===== src/rtl/hazard_ctrl.sv =====
// Stall and forwarding control for the 5-stage pipeline, driven by shadow copies of E/M/W
// destinations. Defining MDU_STALL_EN adds a mult/div busy counter that stalls MDU users in D.
module hazard_ctrl #(
  parameter int unsigned TNEW_W      = 2,
  parameter int unsigned MULT_CYCLES = 5,
  parameter int unsigned DIV_CYCLES  = 10
) (
  input  logic              clk,
  input  logic              reset,
  input  logic [4:0]        D_rs,
  input  logic [4:0]        D_rt,
  input  logic [TNEW_W-1:0] D_Tuse_rs,
  input  logic [TNEW_W-1:0] D_Tuse_rt,
  input  logic [4:0]        D_A3,
  input  logic [TNEW_W-1:0] D_Tnew,
  input  logic              D_md,
  input  logic              E_md_start,
  input  logic              E_md_isdiv,
  output logic              stall,
  output logic [1:0]        FwdCMPD1,
  output logic [1:0]        FwdCMPD2,
  output logic [1:0]        FwdALUA,
  output logic [1:0]        FwdALUB,
  output logic              FwdDM
);

  typedef logic [TNEW_W-1:0] tnew_t;

  // Shadow pipeline state: only what the hazard rules need.
  logic [4:0] e_a3_q, e_a3_d;
  tnew_t      e_tnew_q, e_tnew_d;
  logic [4:0] e_rs_q, e_rs_d;
  logic [4:0] e_rt_q, e_rt_d;
  logic [4:0] m_a3_q, m_a3_d;
  tnew_t      m_tnew_q, m_tnew_d;
  logic [4:0] m_rt_q, m_rt_d;
  logic [4:0] w_a3_q, w_a3_d;

  logic rs_stall, rt_stall, md_stall;

  // A source stalls when a producer in E or M will not have its value by the time it is used.
  function automatic logic src_stall(input logic [4:0] src, input tnew_t tuse,
                                     input logic [4:0] ea3, input tnew_t etnew,
                                     input logic [4:0] ma3, input tnew_t mtnew);
    logic hit_e, hit_m;
    hit_e = (ea3 == src) && (etnew > tuse);
    hit_m = (ma3 == src) && (mtnew > tuse);
    return (src != 5'd0) && (hit_e || hit_m);
  endfunction

  // D-stage compare/jr operand: E result has priority over M result.
  function automatic logic [1:0] fwd_d(input logic [4:0] src,
                                      input logic [4:0] ea3, input tnew_t etnew,
                                      input logic [4:0] ma3, input tnew_t mtnew);
    logic [1:0] sel;
    sel = 2'b00;
    if (src != 5'd0) begin
      if ((ea3 == src) && (etnew == '0)) begin
        sel = 2'b10;
      end else if ((ma3 == src) && (mtnew == '0)) begin
        sel = 2'b01;
      end
    end
    return sel;
  endfunction

  // E-stage ALU operand: M result has priority over W result.
  function automatic logic [1:0] fwd_e(input logic [4:0] src,
                                      input logic [4:0] ma3, input tnew_t mtnew,
                                      input logic [4:0] wa3);
    logic [1:0] sel;
    sel = 2'b00;
    if (src != 5'd0) begin
      if ((ma3 == src) && (mtnew == '0)) begin
        sel = 2'b10;
      end else if (wa3 == src) begin
        sel = 2'b01;
      end
    end
    return sel;
  endfunction

`ifdef MDU_STALL_EN
  logic [3:0] busy_q, busy_d;

  // A new op only loads while idle; the count then runs down regardless of stalls.
  always_comb begin
    busy_d = busy_q;
    if (E_md_start && (busy_q == 4'd0)) begin
      busy_d = E_md_isdiv ? 4'(DIV_CYCLES) : 4'(MULT_CYCLES);
    end else if (busy_q != 4'd0) begin
      busy_d = busy_q - 4'd1;
    end
  end

  always_ff @(posedge clk) begin
    if (reset) begin
      busy_q <= 4'd0;
    end else begin
      busy_q <= busy_d;
    end
  end

  assign md_stall = D_md && (E_md_start || (busy_q != 4'd0));
`else
  logic unused_md;

  assign md_stall  = 1'b0;
  assign unused_md = ^{D_md, E_md_start, E_md_isdiv, 4'(MULT_CYCLES), 4'(DIV_CYCLES)};
`endif

  always_comb begin
    rs_stall = src_stall(D_rs, D_Tuse_rs, e_a3_q, e_tnew_q, m_a3_q, m_tnew_q);
    rt_stall = src_stall(D_rt, D_Tuse_rt, e_a3_q, e_tnew_q, m_a3_q, m_tnew_q);
    stall    = rs_stall || rt_stall || md_stall;
    FwdCMPD1 = fwd_d(D_rs, e_a3_q, e_tnew_q, m_a3_q, m_tnew_q);
    FwdCMPD2 = fwd_d(D_rt, e_a3_q, e_tnew_q, m_a3_q, m_tnew_q);
    FwdALUA  = fwd_e(e_rs_q, m_a3_q, m_tnew_q, w_a3_q);
    FwdALUB  = fwd_e(e_rt_q, m_a3_q, m_tnew_q, w_a3_q);
    FwdDM    = (m_rt_q != 5'd0) && (w_a3_q == m_rt_q);
  end

  always_comb begin
    if (stall) begin
      // Bubble into E: an A3 of zero makes the slot inert.
      e_a3_d   = 5'd0;
      e_tnew_d = '0;
      e_rs_d   = 5'd0;
      e_rt_d   = 5'd0;
    end else begin
      e_a3_d   = D_A3;
      e_tnew_d = D_Tnew;
      e_rs_d   = D_rs;
      e_rt_d   = D_rt;
    end
    m_a3_d   = e_a3_q;
    m_rt_d   = e_rt_q;
    m_tnew_d = (e_tnew_q == '0) ? '0 : e_tnew_q - tnew_t'(1);
    w_a3_d   = m_a3_q;
  end

  always_ff @(posedge clk) begin
    if (reset) begin
      e_a3_q   <= 5'd0;
      e_tnew_q <= '0;
      e_rs_q   <= 5'd0;
      e_rt_q   <= 5'd0;
      m_a3_q   <= 5'd0;
      m_tnew_q <= '0;
      m_rt_q   <= 5'd0;
      w_a3_q   <= 5'd0;
    end else begin
      e_a3_q   <= e_a3_d;
      e_tnew_q <= e_tnew_d;
      e_rs_q   <= e_rs_d;
      e_rt_q   <= e_rt_d;
      m_a3_q   <= m_a3_d;
      m_tnew_q <= m_tnew_d;
      m_rt_q   <= m_rt_d;
      w_a3_q   <= w_a3_d;
    end
  end

endmodule


===== config.mk =====
export PLATFORM = sky130hd
export DESIGN_NAME = hazard_ctrl
export DESIGN_NICKNAME = d
export VERILOG_FILES = /design/src/rtl/hazard_ctrl.sv
export SDC_FILE = /design/constraint.sdc
export NUM_CORES = 1
export LEC_CHECK = 0
export CORE_MARGIN = 1
export CORE_UTILIZATION = 28
export DETAILED_ROUTE_END_ITERATION = 10
export SLEW_MARGIN = 20
export SYNTH_ARGS = -nofsm -noshare
export SYNTH_HDL_FRONTEND = slang
export SYNTH_SLANG_ARGS = --single-unit

===== constraint.sdc =====
create_clock -name clk -period 1.6 [get_ports clk]
set_input_delay 0.16 -clock clk [delete_from_list [all_inputs] [get_ports clk]]
set_output_delay 0.16 -clock clk [all_outputs]
set_load 0.1 [all_outputs]

[Word level (Yosys, flattened, before mapping)]
Cells that the tools add are included.
Storage, ports and cells
  logic and storage cells: 59
  output and inout bits: 10
  flip-flop bits (word level): 34
  input port bits: 26
Operators by class
  reduce and logical (&&, ||, !) cells: 25
  $add $sub $neg: 1
  order comparisons: 4
  eq/ne operators: 9
  multiplexer cells: 12
Operator list (number)
  equality test 5 bit: 9
  nonzero test 5 bit: 5
  2-to-1 mux 2 bit: 8
  logical AND 1 bit: 13
  > comparator 2 bit: 4
  logical NOT 2 bit: 2
  2-to-1 mux 1 bit: 4
  OR reduction 2 bit: 2
  logical OR 1 bit: 3
  subtractor 2 x 1 -> 2 bit (second input constant): 1

[Longest topological paths before layout]
  depth after elaboration: 6
  depth in mapped cells: 8
  gate-level depth less buffers: 6

[Worst setup path after synthesis]
Ideal clock, no wire load.
  path type: reg2out
  start point: register e_rt_q[3]
  end point: output port FwdALUB[0]
  path buffers: 0
  stages on the path, launching flop included: 5
  data required time: 1.440 ns
  slack: -2.414 ns
  arrival time: 3.854 ns
  cell sequence: dfxtp_1 > or4_1 > nor2_1 > or4_1 > nor4_1
On the way
  longest elaborated chain between the ends: 4
  elaborated cells between the ends (all ways): 7
  those cells by class: eq/ne (2); mux (3); reduce/logical (2)
Ends and longest elaborated chain
  from (decl): line 33  | logic [4:0] e_rt_q, e_rt_d;
  from (signal assigned): line 156  | e_rt_q <= e_rt_d;
  equality test 5 bit (on tied branches): line 76, 74
  2-to-1 mux 1 bit / logical AND 1 bit (equally long branches): line 76, 74
  2-to-1 mux 2 bit: line 74  | if ((ma3 == src) && (mtnew == '0)) begin
  2-to-1 mux 2 bit (*): line 73  | if (src != 5'd0) begin
  to (decl): line 23  | output logic [1:0] FwdALUB,
Every way passes the cells marked *; elsewhere a longest branch is shown, timed or not.

[Final worst setup path]
  start point: register m_tnew_q[1]
  end point: output port stall
On the way
  longest elaborated chain between the ends: 5
  elaborated cells between the ends (all ways): 9
  those cells by class: order compare (2); reduce/logical (7)
Ends and longest elaborated chain
  from (decl): line 35  | tnew_t m_tnew_q, m_tnew_d;
  from (signal assigned): line 158  | m_tnew_q <= m_tnew_d;
  > comparator 2 bit: line 47  | hit_m = (ma3 == src) && (mtnew > tuse);
  logical AND 1 bit: line 47
  logical OR 1 bit: line 48  | return (src != 5'd0) && (hit_e || hit_m);
  logical AND 1 bit: line 48
  logical OR 1 bit (*): line 115  | stall = rs_stall || rt_stall || md_stall;
  to (decl): line 19  | output logic stall,
Marked as above.

==> results.yml <==
setup_path:
  cp_max_fo: 3
  crit-reg2reg-launch: "m_tnew_q[0]"
  regToRegSetupSlack_ns: -0.22
  crit_required_ns: 1.44
  r2r-end: "e_rs_q[1]"
  endpoint_kind: "output port"
  cp-start-kind: "register"
  r2r_cells: 7
  cp.arrival_ns: 2.00
  worstSetupPathType: "register to output port"
pwr:
  peakVddDrop_mv: 0.3855
  sequentialPowerShare_pct: 31.9
  switchingPower_uw: 939.6
  power_frac_comb_pct: 35.4
  leakage_nw: 1.648
  internal-power_mw: 2.031
  p_sw_share_pct: 31.63
  clkPwrFrac_pct: 32.6
  finalPower_mw: 2.971
  power_density_mw_per_mm2: 706.2
final_layout:
  utilization_pct: 58.00
  final_cell_mix: "buf_4 (38), nor2b_1 (32), buf_6 (22)"
  fin_nets: 363
  diodes: 0
  finalNonFillerCells: 428
  area_growth_syn_to_layout_pct: 99.17
  final_area_mm2: 0.004207
  final_common_cell: "buf_4"
  final_layout_size_suffix_gt1_share_pct: 63.22
floorplan:
  die_w_um: 88.85
  start_util_pct: 29.12
  core.rowCount: 31
  die_area_mm2: 0.007894
  die_h_um: 88.85
  core_area_mm2: 0.007253
  io_pins: 36
drt:
  drt_iter0_drc: 181
  wl_per_cell_um: 19.06
  drcViolationCount: 0
  drt-pass1-iter-count: 4
  vias_per_cell: 5.147
  ant_nets: 0
  wl_mm: 8.158
  vias: 2203
synth:
  yosysWarnings: 0
  ys_top_cells_by_area: "dfxtp_1 (32%), xor2_1 (12%), nor2b_1 (11%)"
  syn_avg_cell_area_um2: 8.987
  synth_top_area_cell: "dfxtp_1"
  ys_ff_latch: 34
  post_synth_num_cell_types: 27
  syn-num-nets: 270
  synth_top_area_share_pct: 32.23
  ys_seq_area_share_pct: 32.23
  syn_area_mm2: 0.002112
  synth_cells: 235
grt:
  grt_pass1_vias: 2164
  grt_usage_pct: 18.75
  antenna_found_initial: 0
  grt_max_degree: 35
  grt_pass1_wl_mm: 10.84
  gr-total-overflow: 0
run:
  max_cap_viol_count: 0
sta:
  slew_violations: 0
  rsz0062_at_grt: "true"
  relSlewSlack_pct: 59.86
  period_share_pct: 135.0
  finalCriticalPeriod_ns: 2.159
  max_freq_mhz: 463.1
  setup-violations-final: 27
  fin_worst_skew_ns: 0.007794
  worst_slack_ns: -0.5594
  worst_slew_pin_slew_ns: 0.5943
  hold_viol: 0
hold_path:
  hold_depth: 5
  hold_path_class: "input port to register"
  whs_endpoint: "e_rt_q[3]"
  hp-start: "D_rt[3]"
placement:
  place_ws_ns: -0.6576
  dp_hpwl_mm: 4.199
  routabilityCongestion: 0.8249
  place_area_mm2: 0.003068
  dp_cells: 390
  port_buffers: 32
clock_network:
  cts_tree: "built"
  clockBufferDepth: 2
  htree_levels: 2
  clock_sinks: 34
  clkTransAtPathRegs_ns: 0.08
  root_buffer: "clkbuf_8"
  insertion_delay_ns: 0.30
  cts_buffers: 5
run_status:
  violations: "setup timing"
  status: "finished, violations left"
[power by group through the flow]
stage | logic, mW | clock network (mW) | registers [mW]
final | 1.05 | 0.969 | 0.949
after floorplan | 0.475 | 0 | 0.945
after detailed placement | 0.768 | 0 | 0.956
after CTS | 0.874 | 0.973 | 0.945
after global routing | 1.11 | 1.03 | 0.955
after global placement | 0.756 | 0 | 0.955
[critical path: stages, from the launching register on]
cell	delay, ns
dfxtp_4	0.37
ha_4	0.25
nor2b_4	0.13
o21ai_4	0.16
nor4_1	0.08
or4_4	0.53
buf_12	0.18
[Yosys cell counts]
cell type and n:
a21oi_1 1, and3_1 4, buf_2 4, buf_4 2, buf_6 2, clkbuf_1 9, clkbuf_2 1, dfxtp_1 34
ha_1 9, inv_1 5, nand2_1 6, nand3_1 4, nand4_1 1, nor2_1 8, nor2_4 2, nor2b_1 38
nor3_1 7, nor4_1 23, nor4_4 1, nor4bb_1 2, o21ai_0 3, o21ai_1 1, o41ai_1 17, or4_1 5
or4_4 2, xnor2_1 16, xor2_1 28
[stage by stage]
| stage | TNS, ns | hold WS [ns] |
|---|---|---|
| floorplan | -2.428 | 0.3155 |
| global placement | -10.64 | 0.4054 |
| detailed placement | -10.81 | 0.4184 |
| CTS | -4.911 | 0.3689 |
| global route | -7.780 | 0.4139 |
| finish | -6.193 | 0.4084 |
[cell type report]
cell class                 instances  area [µm²]
tap                               99       123.9
clock buffer                       5       68.82
inverter                           5       18.77
multi-input combinational        178        2013
timing repair buffer             104        1184
sequential                        34       729.5
fill                             583        3047
clock inverter                     3       68.82
[cell families (layout without fill, tap and decap cells)]
| logic type | after synthesis | in the layout | share of synthesized area, % |
|---|---|---|---|
| buf+inv | 23 | 117 | 5.450 |
| fa+ha+maj | 9 | 9 | 5.332 |
| compound gates | 22 | 22 | 8.234 |
| simple gates | 103 | 103 | 30.51 |
| xor+xnor | 44 | 44 | 18.25 |
| flops | 34 | 34 | 32.23 |
[repair_timing]
item / in CTS / in global routing
pin swaps: 26 / 44
gates cloned: 3 / 2
buffers inserted: 14 / 16
hold buffers: 0 / 0
resized for setup: 115 / 79
endpoints found under the setup margin: 27 / 27
[registers in the layout, summed over array words and instances (netlist names)]
name,count
e_rs_q,5
e_rt_q,5
m_tnew_q,2
w_a3_q,5
m_a3_q,5
e_tnew_q,2
e_a3_q,5
m_rt_q,5
[per-layer routing]
metal,vias up,global-route usage (%),part of all wire [%]
met5,-,0,0
met4,0,4.985,3.4
met3,24,4.571,5.1
met2,87,35.03,55
met1,1070,21.12,37
li1,1022,-,-
[how the worst max path moves through the flow]
stage / start / end / cells past startpoint / slack [ns]
finish: m_tnew_q[1] / stall / 6 / -0.56
global route: m_tnew_q[1] / stall / 6 / -0.60
CTS: m_tnew_q[1] / stall / 6 / -0.57
detailed placement: D_rt[1] / stall / 6 / -0.66
global placement: D_rt[2] / stall / 6 / -0.63
floorplan: e_rt_q[3] / FwdALUB[0] / 4 / -0.64
(Power assumes the default switching activity.)
